===== config.mk =====
export PLATFORM = sky130hd
export DESIGN_NAME = epochtv1_olb_fill_flat
export DESIGN_NICKNAME = d
export VERILOG_FILES = /design/src/rtl/epochtv1_pkg.sv /design/src/rtl/epochtv1_olb_fill_if.sv /design/src/rtl/epochtv1_olb_fill.sv /design/src/flat_wrapper.sv
export SDC_FILE = /design/constraint.sdc
export NUM_CORES = 1
export LEC_CHECK = 0
export ABC_CLOCK_PERIOD_IN_PS = 3200
export CORE_MARGIN = 1
export CORE_UTILIZATION = 40
export CTS_CLUSTER_DIAMETER = 30
export CTS_CLUSTER_SIZE = 40
export DETAILED_ROUTE_END_ITERATION = 16
export GPL_TIMING_DRIVEN = 0
export PLACE_DENSITY_LB_ADDON = 0.12
export SLEW_MARGIN = 10
export SYNTH_ARGS = -nofsm -noshare
export SYNTH_HDL_FRONTEND = slang
export SYNTH_SLANG_ARGS = --single-unit
export TNS_END_PERCENT = 1

===== constraint.sdc =====
create_clock -name CLK -period 3.2 [get_ports CLK]
set_clock_uncertainty 0.05 [all_clocks]
set_input_delay 0.96 -clock CLK [delete_from_list [all_inputs] [get_ports CLK]]
set_output_delay 0.96 -clock CLK [all_outputs]
set_load 0.05 [all_outputs]

===== src/rtl/epochtv1_pkg.sv =====
// Shared types and constants for the Epoch TV-1 sprite line-buffer fill engine.
package epochtv1_pkg;

    // Packed OAM attribute word as read from object attribute memory.
    typedef struct packed {
        logic       split;
        logic [6:0] pat;
        logic [6:0] x;
        logic       link_x;
        logic [3:0] start_line;
        logic [3:0] color;
        logic [6:0] y;
        logic       link_y;
    } s_objattr;

    localparam int OAM_COUNT = 128;
    localparam int OLB_SIZE  = 256;
    localparam int SPR_H     = 16;
    localparam int OLB_W     = 5;

    // Pixel bit for column j of a 16-pixel sprite row; the two pattern words
    // are interleaved by half-row (sy[0]) and half-column (j[2]).
    function automatic logic pix_sel(input logic [15:0] w0, input logic [15:0] w1,
                                     input logic [3:0] j, input logic sy0);
        logic [15:0] w;
        logic [3:0]  k;
        w = j[3] ? w1 : w0;
        k = {~j[2], sy0, j[1:0]};
        return w[4'd15 - k];
    endfunction

endpackage


===== src/rtl/epochtv1_olb_fill_if.sv =====
// Request, OAM, VRAM and OLB-write signals of the OLB fill engine.
interface epochtv1_olb_fill_if;
    import epochtv1_pkg::*;

    logic             START;
    logic [8:0]       ROW;
    logic             BUSY;
    logic             DONE;
    logic [6:0]       OAM_A;
    logic [31:0]      OAM_D;
    logic [10:0]      VA;
    logic [15:0]      VD;
    logic [7:0]       OLB_A;
    logic [OLB_W-1:0] OLB_D;
    logic             OLB_WE;

    // Requester / memory side.
    modport master (
        output START, ROW, OAM_D, VD,
        input  BUSY, DONE, OAM_A, VA, OLB_A, OLB_D, OLB_WE
    );

    // Fill engine side.
    modport slave (
        input  START, ROW, OAM_D, VD,
        output BUSY, DONE, OAM_A, VA, OLB_A, OLB_D, OLB_WE
    );
endinterface


===== src/rtl/epochtv1_olb_fill.sv =====
// OLB fill engine: clears the object line buffer, scans all OAM entries for the
// latched row and draws opaque pixels of every intersecting sprite in scan order.
module epochtv1_olb_fill
    import epochtv1_pkg::*;
(
    input  logic                CLK,
    input  logic                RST,
    epochtv1_olb_fill_if.slave  bus
);

    localparam logic [2:0] IDLE   = 3'd0;
    localparam logic [2:0] CLEAR  = 3'd1;
    localparam logic [2:0] OREAD  = 3'd2;
    localparam logic [2:0] OEVAL  = 3'd3;
    localparam logic [2:0] FETCH0 = 3'd4;
    localparam logic [2:0] FETCH1 = 3'd5;
    localparam logic [2:0] DRAW   = 3'd6;
    localparam logic [2:0] FIN    = 3'd7;

    logic [2:0]       state;
    logic [6:0]       idx;
    logic [3:0]       j_q;
    logic [8:0]       row_q;
    logic [3:0]       sy_q;
    logic [6:0]       pat_q;
    logic [6:0]       x_q;
    logic [3:0]       color_q;
    logic [15:0]      w0_q;
    logic [15:0]      w1_q;

    logic             busy_q;
    logic             done_q;
    logic [6:0]       oam_a_q;
    logic [10:0]      va_q;
    logic [7:0]       olb_a_q;
    logic [OLB_W-1:0] olb_d_q;
    logic             olb_we_q;

    s_objattr         attr;
    logic signed [9:0] dy;
    logic             hit;
    logic             last;
    logic [3:0]       j_nxt;
    logic             unused_attr;

    assign attr        = bus.OAM_D;
    // Row offset into the sprite; negative values (including y*2 beyond the row) miss.
    assign dy          = $signed({1'b0, row_q}) - $signed({2'b00, attr.y, 1'b0});
    assign hit         = ~dy[9] && (dy[8:4] == 5'd0);
    assign last        = (idx == 7'(OAM_COUNT - 1));
    assign j_nxt       = j_q + 4'd1;
    assign unused_attr = &{1'b0, attr.split, attr.link_x, attr.start_line, attr.link_y};

    assign bus.BUSY   = busy_q;
    assign bus.DONE   = done_q;
    assign bus.OAM_A  = oam_a_q;
    assign bus.VA     = va_q;
    assign bus.OLB_A  = olb_a_q;
    assign bus.OLB_D  = olb_d_q;
    assign bus.OLB_WE = olb_we_q;

    // Control FSM; every output is registered for the state being entered.
    always_ff @(posedge CLK) begin
        if (RST) begin
            state    <= IDLE;
            idx      <= 7'd0;
            j_q      <= 4'd0;
            busy_q   <= 1'b0;
            done_q   <= 1'b0;
            oam_a_q  <= 7'd0;
            va_q     <= 11'd0;
            olb_a_q  <= 8'd0;
            olb_d_q  <= '0;
            olb_we_q <= 1'b0;
        end else begin
            done_q <= 1'b0;
            case (state)
                IDLE: begin
                    if (bus.START) begin
                        state    <= CLEAR;
                        busy_q   <= 1'b1;
                        olb_we_q <= 1'b1;
                        olb_a_q  <= 8'd0;
                        olb_d_q  <= '0;
                    end
                end
                CLEAR: begin
                    if (olb_a_q == 8'(OLB_SIZE - 1)) begin
                        olb_we_q <= 1'b0;
                        idx      <= 7'd0;
                        oam_a_q  <= 7'd0;
                        state    <= OREAD;
                    end else begin
                        olb_a_q <= olb_a_q + 8'd1;
                    end
                end
                OREAD: state <= OEVAL;
                OEVAL: begin
                    if (hit) begin
                        va_q  <= {attr.pat, dy[3:1], 1'b0};
                        state <= FETCH0;
                    end else if (last) begin
                        done_q <= 1'b1;
                        state  <= FIN;
                    end else begin
                        idx     <= idx + 7'd1;
                        oam_a_q <= idx + 7'd1;
                        state   <= OREAD;
                    end
                end
                FETCH0: begin
                    va_q  <= {pat_q, sy_q[3:1], 1'b1};
                    state <= FETCH1;
                end
                FETCH1: begin
                    // First column comes straight from the word arriving now.
                    j_q      <= 4'd0;
                    olb_we_q <= pix_sel(bus.VD, w1_q, 4'd0, sy_q[0]);
                    olb_a_q  <= {x_q, 1'b0};
                    olb_d_q  <= {1'b1, color_q};
                    state    <= DRAW;
                end
                DRAW: begin
                    if (j_q == 4'(SPR_H - 1)) begin
                        olb_we_q <= 1'b0;
                        if (last) begin
                            done_q <= 1'b1;
                            state  <= FIN;
                        end else begin
                            idx     <= idx + 7'd1;
                            oam_a_q <= idx + 7'd1;
                            state   <= OREAD;
                        end
                    end else begin
                        j_q      <= j_nxt;
                        olb_we_q <= pix_sel(w0_q, w1_q, j_nxt, sy_q[0]);
                        olb_a_q  <= {x_q, 1'b0} + {4'd0, j_nxt};
                    end
                end
                FIN: begin
                    busy_q <= 1'b0;
                    state  <= IDLE;
                end
                default: state <= IDLE;
            endcase
        end
    end

    // Datapath captures: row, hit sprite attributes and its two pattern words.
    always_ff @(posedge CLK) begin
        if (state == IDLE && bus.START) begin
            row_q <= bus.ROW;
        end
        if (state == OEVAL && hit) begin
            sy_q    <= dy[3:0];
            pat_q   <= attr.pat;
            x_q     <= attr.x;
            color_q <= attr.color;
        end
        if (state == FETCH1) begin
            w0_q <= bus.VD;
        end
        if (state == DRAW && j_q == 4'd0) begin
            w1_q <= bus.VD;
        end
    end

endmodule


===== src/flat_wrapper.sv =====
// flat-port wrapper written by rule: the top's interface ports become plain ports
module epochtv1_olb_fill_flat import epochtv1_pkg::*;
  (CLK, RST, bus_START, bus_ROW, bus_OAM_D, bus_VD, bus_BUSY, bus_DONE, bus_OAM_A, bus_VA, bus_OLB_A, bus_OLB_D, bus_OLB_WE);
  epochtv1_olb_fill_if bus_i ();
  input  logic CLK;
  input  logic RST;
  input wire logic [$bits(bus_i.START)-1:0] bus_START;
  input wire logic [$bits(bus_i.ROW)-1:0] bus_ROW;
  input wire logic [$bits(bus_i.OAM_D)-1:0] bus_OAM_D;
  input wire logic [$bits(bus_i.VD)-1:0] bus_VD;
  output wire logic [$bits(bus_i.BUSY)-1:0] bus_BUSY;
  output wire logic [$bits(bus_i.DONE)-1:0] bus_DONE;
  output wire logic [$bits(bus_i.OAM_A)-1:0] bus_OAM_A;
  output wire logic [$bits(bus_i.VA)-1:0] bus_VA;
  output wire logic [$bits(bus_i.OLB_A)-1:0] bus_OLB_A;
  output wire logic [$bits(bus_i.OLB_D)-1:0] bus_OLB_D;
  output wire logic [$bits(bus_i.OLB_WE)-1:0] bus_OLB_WE;
  assign bus_i.START = bus_START;
  assign bus_i.ROW = bus_ROW;
  assign bus_i.OAM_D = bus_OAM_D;
  assign bus_i.VD = bus_VD;
  assign bus_BUSY = bus_i.BUSY;
  assign bus_DONE = bus_i.DONE;
  assign bus_OAM_A = bus_i.OAM_A;
  assign bus_VA = bus_i.VA;
  assign bus_OLB_A = bus_i.OLB_A;
  assign bus_OLB_D = bus_i.OLB_D;
  assign bus_OLB_WE = bus_i.OLB_WE;
  epochtv1_olb_fill u_core (.CLK(CLK), .RST(RST), .bus(bus_i));
endmodule

After elaboration in Yosys (flattened, before gate mapping)
Index checks and enable logic that the tools add are counted.
- input port bits: 60
- memories: 0
- memory bits (writable): 0
- output and inout bits: 34
- bits in read-only memories: 0
- register bits: 111
- latch bits: 0
- add/sub/neg operators: 7
- shift-type cells: 0
- $lt $le $gt $ge: 2
- divide/modulo/power cells: 0
- equal/unequal tests: 17
- multiplexer cells: 39
- reductions and logical operators: 21
- bitwise gates (word level): 2
- $mul: 0
- operators with widths (operator ; count):
    $mux 7 ; 7
    $pmux 7 s3 ; 2
    $pmux 8 s4 ; 1
    $mux 8 ; 3
    $pmux 3 s8 ; 1
    $pmux 11 s2 ; 1
    $mux 16 ; 1
    $mux 3 ; 5
    $eq 3x3->1 const B ; 4
    $mux 11 ; 1
    $lt 4x5->1 const B ; 2
    $pmux 5 s2 ; 1
    $sub 9x8->10 ; 1
    $add 8x1->8 const B ; 1
    $add 8x4->8 ; 1
    $bmux 1 s4 ; 2
    $eq 8x8->1 const B ; 1
    $mux 1 ; 8
    $ne 2x2->1 const B ; 4
    $pmux 4 s2 ; 1
    $reduce_and 2->1 ; 4
    $reduce_and 4->1 ; 2
    $reduce_bool 2->1 ; 4
    $sub 4x4->4 const A ; 2
    19 further kinds ; 28

Longest topological paths before layout
Gate-level depths: netlist (run 1).
- depth after elaboration: 7
- depth in mapped cells: 12

Worst setup path before layout (run 1)
Ideal clock, no wire load.
- path type: input -> register
- start point: in bus_OAM_D[4]
- end point: reg u_core.va_q[10], in the netlist u_core.bus.VA[10]
- slack: -0.101 ns
- setup time: 0.091 ns
- stages: 10
- arrival: 3.160 ns
- buffers on the path: 0
- cells stage by stage: inv_1 > ha_1 > o211ai_1 > a21oi_1 > or4_1 > a22oi_2 > nand4b_2 > inv_2 > nand2_1 > a311oi_1
- longest elaborated chain between the ends: 5
- elaborated cells on any way between the ends: 6
- those cells by class: 1 x add/sub; 1 x eq/ne; 1 x bitwise; 3 x reduce/logical
- ends and longest elaborated chain (what ; RTL line ; source):
    from (decl) ; flat_wrapper.sv:9 ; input wire logic [$bits(bus_i.OAM_D)-1:0] bus_OAM_D;
    $sub 9x8->10 (*) ; epochtv1_olb_fill.sv:48 ; assign dy = $signed({1'b0, row_q}) - $signed({2'b00, attr.y, 1'b0});
    $logic_not 5->1 / $not 1->1 (equally long branches) ; epochtv1_olb_fill.sv:49 ; assign hit = ~dy[9] && (dy[8:4] == 5'd0);
    $logic_and 1x1->1 (*) ; epochtv1_olb_fill.sv:49 ;
    $ne 2x1->1 (no line) (*) ; n/a ;
    $reduce_and 2->1 (no line) (*) ; n/a ;
    to (signal assigned) ; epochtv1_olb_fill.sv:100 ; va_q <= {attr.pat, dy[3:1], 1'b0};
    to (signal assigned) ; epochtv1_olb_fill.sv:112 ; va_q <= {pat_q, sy_q[3:1], 1'b1};
    to (decl) ; epochtv1_olb_fill.sv:34 ; logic [10:0] va_q;
Every way passes the cells marked *; elsewhere a longest branch is shown, timed or not.
A chain may end at the register's enable or synchronous reset.

Worst setup path after layout (run 1)
- start point: in bus_OAM_D[7]
- end point: reg u_core.va_q[1], in the netlist u_core.bus.VA[1]
The elaborated chain is that of the path after synthesis.

==> results list, run 1 <==
- Counting the fill cells in the layout gives 1069.
* Number of port buffers: 85
* Share of synthesized flip-flops with an asynchronous set or reset: 0
- After the last flow step, the layout net total stands at between 600 and 700.
- The critical path contains buffers and inverters numbering 2 combined.
- STA classifies the critical path endpoint as a flop.
* Worst hold path type: reg2reg
- Global routing usage summed across all routing layers: 0.187
- DRT iter0 DRCs: 215
* Vias in the first global route: around 3700
* Post-synthesis to final-layout area growth: 31.2%
- Setup repair after global routing could not meet its margin everywhere.
- For this design the ratio of total power to cell area is between 400 and 500 mW/mm^2.
* Aggregate negative setup slack: 0 ns
* Area of the multi-input gates: approximately 0.0022 mm^2
* Starting density of the core: 0.410
- Area fraction of the dominant cell type after synthesis: 0.384
* Area of the core: 0.0120 mm^2
* Slew margin rel.: 0.441
* Wire length of the first global-routing pass: 18300 um
* Clock power share: 0.389
- CTS sink count: 104
* FF+latch count, synth: around 100
* Via density per instance: 5.39
- In this run the critical register-to-register path is launched from u_core.j_q[0].
* Number of design rule violations left after detail routing: 0
- Number of buffers created by CTS: 9
- 0 antenna diodes ended up in the layout.
- TritonCTS clock tree: yes
* Max Clk Rate: ~320 MHz
- Number of cells on the worst reg-to-reg path: 12
- Setup violations remaining at the end of the flow were counted as 0.
- The tree is rooted in a sky130_fd_sc_hd__clkbuf_16.
* Cells after DPL: ~680
- Avg Synthesized Cell Area: ~11 um^2
* Max-capacitance violation count: 0
* Run status: finished, final reports clean
- The sequential cells in the finished layout cover a total of 0.00271 mm^2.
- CTS built an H-tree with a depth of 3.
- Among all flip-flop cells after synthesis, the most frequent one is sky130_fd_sc_hd__edfxtp_1.
* Worst setup slack for register-to-register paths: 0.24 ns
- The floorplan step set the die height to about 110 um.
* Cell Rows: 40
* Reg2Reg Capture Point: u_core.bus.OLB_A[7]
- Required time at the worst-slack endpoint: between 3 and 4 ns
- The portion of synthesized area spent on multiplexers is 0.0734.
- XOR/XNOR share of the synthesized area: 0.0322
- For this design the total switching power over the nets is about 0.63 mW.
- Max stage delay on crit path: 0.53 ns
* Final WL: around 11000 um
* Hold endpoint: u_core.sy_q[0]
- The final hold violation count was 0.
- Leakage Power: between 2 and 2.5 nW
- Critical path class: in2reg
- Data arrival time at the worst-slack endpoint: 3.32 ns
- Summed over all layers, the global routing overflow is 0.
* Post-synthesis instance area: 0.00493 mm^2
* Number of instances in the synthesized netlist: 440
* Transition at the pin with the smallest max-transition slack: 0.834 ns
- Of the total power, combinational logic draws 0.097.
- Net Count, Synth: between 500 and 600
- Netlist cell types: 64
- By area, the combinational part of the netlist is dominated by simple AND/OR/NAND/NOR gates.
- Post-placement cell area: about 0.0060 mm^2
- The slowest stage of the critical path is the sky130_fd_sc_hd__or4_4 cell.
* Cells taking the most area after synthesis: sky130_fd_sc_hd__edfxtp_1 38%, sky130_fd_sc_hd__dfxtp_1 17%, sky130_fd_sc_hd__mux2i_1 4.7%, sky130_fd_sc_hd__ha_1 3.6%, sky130_fd_sc_hd__nor2_1 3.5%
- Power share of the sequential group: 0.514
- The die covers ~0.013 mm^2.
- Net switching fraction of the power: 0.224
- The longest clock path from root to sink contains 2 buffers.
- CP max FO: 6
- For this run, the number of standard cells in the final layout without fillers is around 700.
- Share of post-route cells with drive strength above 1: 0.115
- Startpoint class of the critical path: primary input
- Library cell with the largest summed area after synthesis: sky130_fd_sc_hd__edfxtp_1
- The worst hold path passes through 0 cells.
* Number of synthesis warnings: 0
- Max-slew violation count: 0
- The detail route stage leaves a number of antenna-violating nets equal to 0.
- Synthesized-area fraction occupied by ao, oa, aoi and oai cells: 0.127
* Final weighted congestion in routability-driven placement: 0.811
- Die Wd: 113 um
* Clock input transition at the sequential cells of the worst setup and hold paths: ~0.07 ns
- EDFF count, synth: between 60 and 70
- Post-synthesis share of cell area spent on full adders, half adders and majority gates: 0.0437
* List of cells traversed by the critical path: clkdlybuf4s50_1 > inv_1 > ha_4 > or4_4 > a22oi_2 > nand4b_4 > mux2_4 > mux2i_1 > nor2_1
* Post-DP HPWL: 7770 um
- Post-route fraction of the period consumed by the critical path: 0.982
- Hold-fix buffers, CTS: 0
* Number of antenna violations at the first check in global routing: 0
- Maximum ir drop on the vdd rail: around 0.00031 V
- The first detailed-routing pass took 4 iterations.
* Later-pin clock latency in the skew report: ~0.35 ns
- Share of the yosys chip area belonging to registers: 0.550
- Origin of the worst min-delay path: u_core.row_q[0]
- Count of pins on the block boundary: 94
- Area share of and/or/nand/nor cells after synthesis: 0.145
- Entering global routing, the biggest net connects 24 pins.
- Minimum clock period: between 3 and 4 ns
* Internal Dissipation: roughly 2.2 mW
* Mean routed wirelength per cell: approximately 16 um
- Broken down by cell family, the worst path's largest delay share belongs to simple AND/OR/NAND/NOR gates.
- Vias after detailed routing: approximately 3800
- Once layout is done, the placed cells without fillers occupy 0.00646 mm^2.
-- timing repair --
item / in CTS / in global routing
pin swaps: 13 / 3
setup buffers: 5 / 0
gates resized for setup: 31 / 6
gates cloned: 1 / 0
endpoints found under the setup margin: 41 / 34
-- worst reg2reg max path: cells and delay by family (launching register included) --
family	cells	cell delay [ns]
compound gates	2	0.29
buf+inv	2	0.42
xor+xnor	1	0.15
flops	1	0.41
mux	1	0.15
simple gates	3	0.25
fa+ha+maj	3	1.13
-- cell usage in the layout (no fill, tap or decap), drive strengths merged, types with 3 or more instances in the layout --
cell type | netlist | layout
nand2b | 7 | 7
o21ai | 15 | 15
clkbuf | 12 | 23
buf | 4 | 12
dlygate4sd2 | 0 | 6
ha | 14 | 14
or2 | 5 | 5
o22ai | 5 | 5
a211oi | 5 | 5
o31ai | 3 | 3
nor3 | 9 | 9
nand3 | 14 | 14
mux2 | 3 | 3
nor2 | 46 | 46
a21boi | 3 | 3
a21oi | 25 | 25
mux2i | 23 | 23
dfxtp | 41 | 41
edfxtp | 63 | 63
a21o | 3 | 3
or3 | 4 | 4
o211ai | 5 | 5
a22oi | 5 | 5
clkinv | 2 | 4
nand2 | 40 | 40
mux4 | 4 | 4
a311oi | 8 | 8
inv | 17 | 18
clkdlybuf4s50 | 0 | 79
and3 | 5 | 5
xor2 | 8 | 8
xnor2 | 8 | 8
nor2b | 9 | 9
-- layer usage --
metal | part of all wire | vias to the layer above | track usage
met5 | 0 | - | 0
met4 | 0.0093 | 0 | 0.0579
met3 | 0.055 | 8 | 0.0498
met2 | 0.46 | 122 | 0.296
met1 | 0.47 | 1791 | 0.251
li1 | - | 1837 | -
-- flip-flops by register name, indices dropped and copies added, names as in the netlist --
register / cells
u_core.w0_q: 16
u_core.color_q: 4
u_core.idx: 7
u_core.bus.OLB_WE: 1
u_core.j_q: 4
u_core.x_q: 7
u_core.pat_q: 7
u_core.bus.BUSY: 1
u_core.row_q: 9
u_core.state: 3
u_core.sy_q: 4
u_core.bus.DONE: 1
u_core.bus.VA: 11
u_core.w1_q: 16
u_core.bus.OLB_A: 8
u_core.bus.OLB_D: 5
-- power groups by stage --
| stage | clock network, mW | logic (mW) | registers (mW) |
|---|---|---|---|
| 6_report | 1.09 | 0.272 | 1.45 |
| 5_1_grt | 1.17 | 0.295 | 1.45 |
| 4_1_cts | 1.12 | 0.271 | 1.45 |
| 3_5_place_dp | 0 | 0.242 | 1.47 |
| 3_3_place_gp | 0 | 0.235 | 1.47 |
| 2_1_floorplan | 0 | 0.115 | 1.49 |
-- synthesized netlist by cell type, types with 2 or more instances --
| cell | number |
|---|---|
| sky130_fd_sc_hd__clkinv_1 | 2 |
| sky130_fd_sc_hd__mux2_1 | 2 |
| sky130_fd_sc_hd__a221oi_1 | 2 |
| sky130_fd_sc_hd__clkbuf_1 | 12 |
| sky130_fd_sc_hd__o41ai_1 | 2 |
| sky130_fd_sc_hd__and2_1 | 2 |
| sky130_fd_sc_hd__a22oi_1 | 4 |
| sky130_fd_sc_hd__dfxtp_1 | 41 |
| sky130_fd_sc_hd__edfxtp_1 | 63 |
| sky130_fd_sc_hd__xnor2_1 | 8 |
| sky130_fd_sc_hd__o21ai_1 | 6 |
| sky130_fd_sc_hd__o31ai_1 | 3 |
| sky130_fd_sc_hd__mux2i_1 | 23 |
| sky130_fd_sc_hd__nor2_1 | 46 |
| sky130_fd_sc_hd__o22ai_1 | 5 |
| sky130_fd_sc_hd__nand2b_1 | 7 |
| sky130_fd_sc_hd__nor3_1 | 9 |
| sky130_fd_sc_hd__o211ai_1 | 5 |
| sky130_fd_sc_hd__or2_2 | 2 |
| sky130_fd_sc_hd__o21ai_0 | 9 |
| sky130_fd_sc_hd__a21boi_1 | 2 |
| sky130_fd_sc_hd__or3_1 | 4 |
| sky130_fd_sc_hd__nand3_1 | 14 |
| sky130_fd_sc_hd__inv_1 | 16 |
| sky130_fd_sc_hd__a21o_1 | 3 |
| sky130_fd_sc_hd__or2_0 | 2 |
| sky130_fd_sc_hd__o32ai_1 | 2 |
| sky130_fd_sc_hd__ha_1 | 14 |
| sky130_fd_sc_hd__fa_1 | 2 |
| sky130_fd_sc_hd__xor2_1 | 7 |
| sky130_fd_sc_hd__buf_1 | 2 |
| sky130_fd_sc_hd__mux4_2 | 3 |
| sky130_fd_sc_hd__nand2_1 | 39 |
| sky130_fd_sc_hd__nor4_1 | 2 |
| sky130_fd_sc_hd__a311oi_1 | 8 |
| sky130_fd_sc_hd__a211oi_1 | 4 |
| sky130_fd_sc_hd__a21oi_1 | 24 |
| sky130_fd_sc_hd__nor2b_1 | 9 |
| sky130_fd_sc_hd__and3_1 | 5 |
-- per-stage QoR --
| stage | worst slack, ns | util | power, mW | hold slack, ns |
|---|---|---|---|---|
| after detailed placement | -0.815 | 0.500 | 1.72 | 0.365 |
| after global routing | -0.0224 | 0.538 | 2.91 | 0.389 |
| after CTS | 0.0145 | 0.537 | 2.84 | 0.385 |
| after global placement | -1.14 | 0.497 | 1.71 | 0.360 |
| final | 0.0589 | 0.538 | 2.81 | 0.382 |
| after floorplan | -0.00314 | - | 1.60 | 0.350 |
-- worst max path at each step --
stage / start / end / depth (start not counted)
after global placement: u_core.state[1] / u_core.w1_q[3] / 4
final: bus_OAM_D[7] / u_core.bus.VA[1] / 9
after global routing: bus_OAM_D[1] / u_core.bus.VA[2] / 11
after detailed placement: bus_OAM_D[4] / u_core.bus.VA[5] / 11
after floorplan: bus_OAM_D[4] / u_core.bus.VA[10] / 10
after CTS: u_core.j_q[0] / u_core.bus.OLB_A[7] / 12
-- final cells by class --
cell class | instances | share of cell area
sequential | 104 | 0.420
timing repair buffer | 93 | 0.140
tap | 147 | 0.0284
multi-input combinational | 301 | 0.342
timing repair inverter | 1 | 0.000968
clock inverter | 5 | 0.00910
buffer | 16 | 0.0114
inverter | 19 | 0.0122
clock buffer | 11 | 0.0360
-- cell families (layout without fill, tap and decap cells) --
group / after synthesis / after routing
simple gates: 149 / 149
flops: 104 / 104
compound gates: 90 / 90
buf+inv: 35 / 145
mux: 30 / 30
fa+ha+maj: 16 / 16
xor+xnor: 16 / 16
Power figures use the tool's default switching activity.
==> run 2: changes to the inputs <==
--- a/config.mk
+++ b/config.mk
@@ -5,15 +5,15 @@
 export SDC_FILE = /design/constraint.sdc
 export NUM_CORES = 1
 export LEC_CHECK = 0
+export ABC_AREA = 0
 export ABC_CLOCK_PERIOD_IN_PS = 3200
 export CORE_MARGIN = 1
 export CORE_UTILIZATION = 40
 export CTS_CLUSTER_DIAMETER = 30
-export CTS_CLUSTER_SIZE = 40
+export CTS_CLUSTER_SIZE = 24
 export DETAILED_ROUTE_END_ITERATION = 16
 export GPL_TIMING_DRIVEN = 0
 export PLACE_DENSITY_LB_ADDON = 0.12
-export SLEW_MARGIN = 10
 export SYNTH_ARGS = -nofsm -noshare
 export SYNTH_HDL_FRONTEND = slang
 export SYNTH_SLANG_ARGS = --single-unit
==> results of run 2 <==
No change in the layout: final DEF, timing and power equal those of run 1.
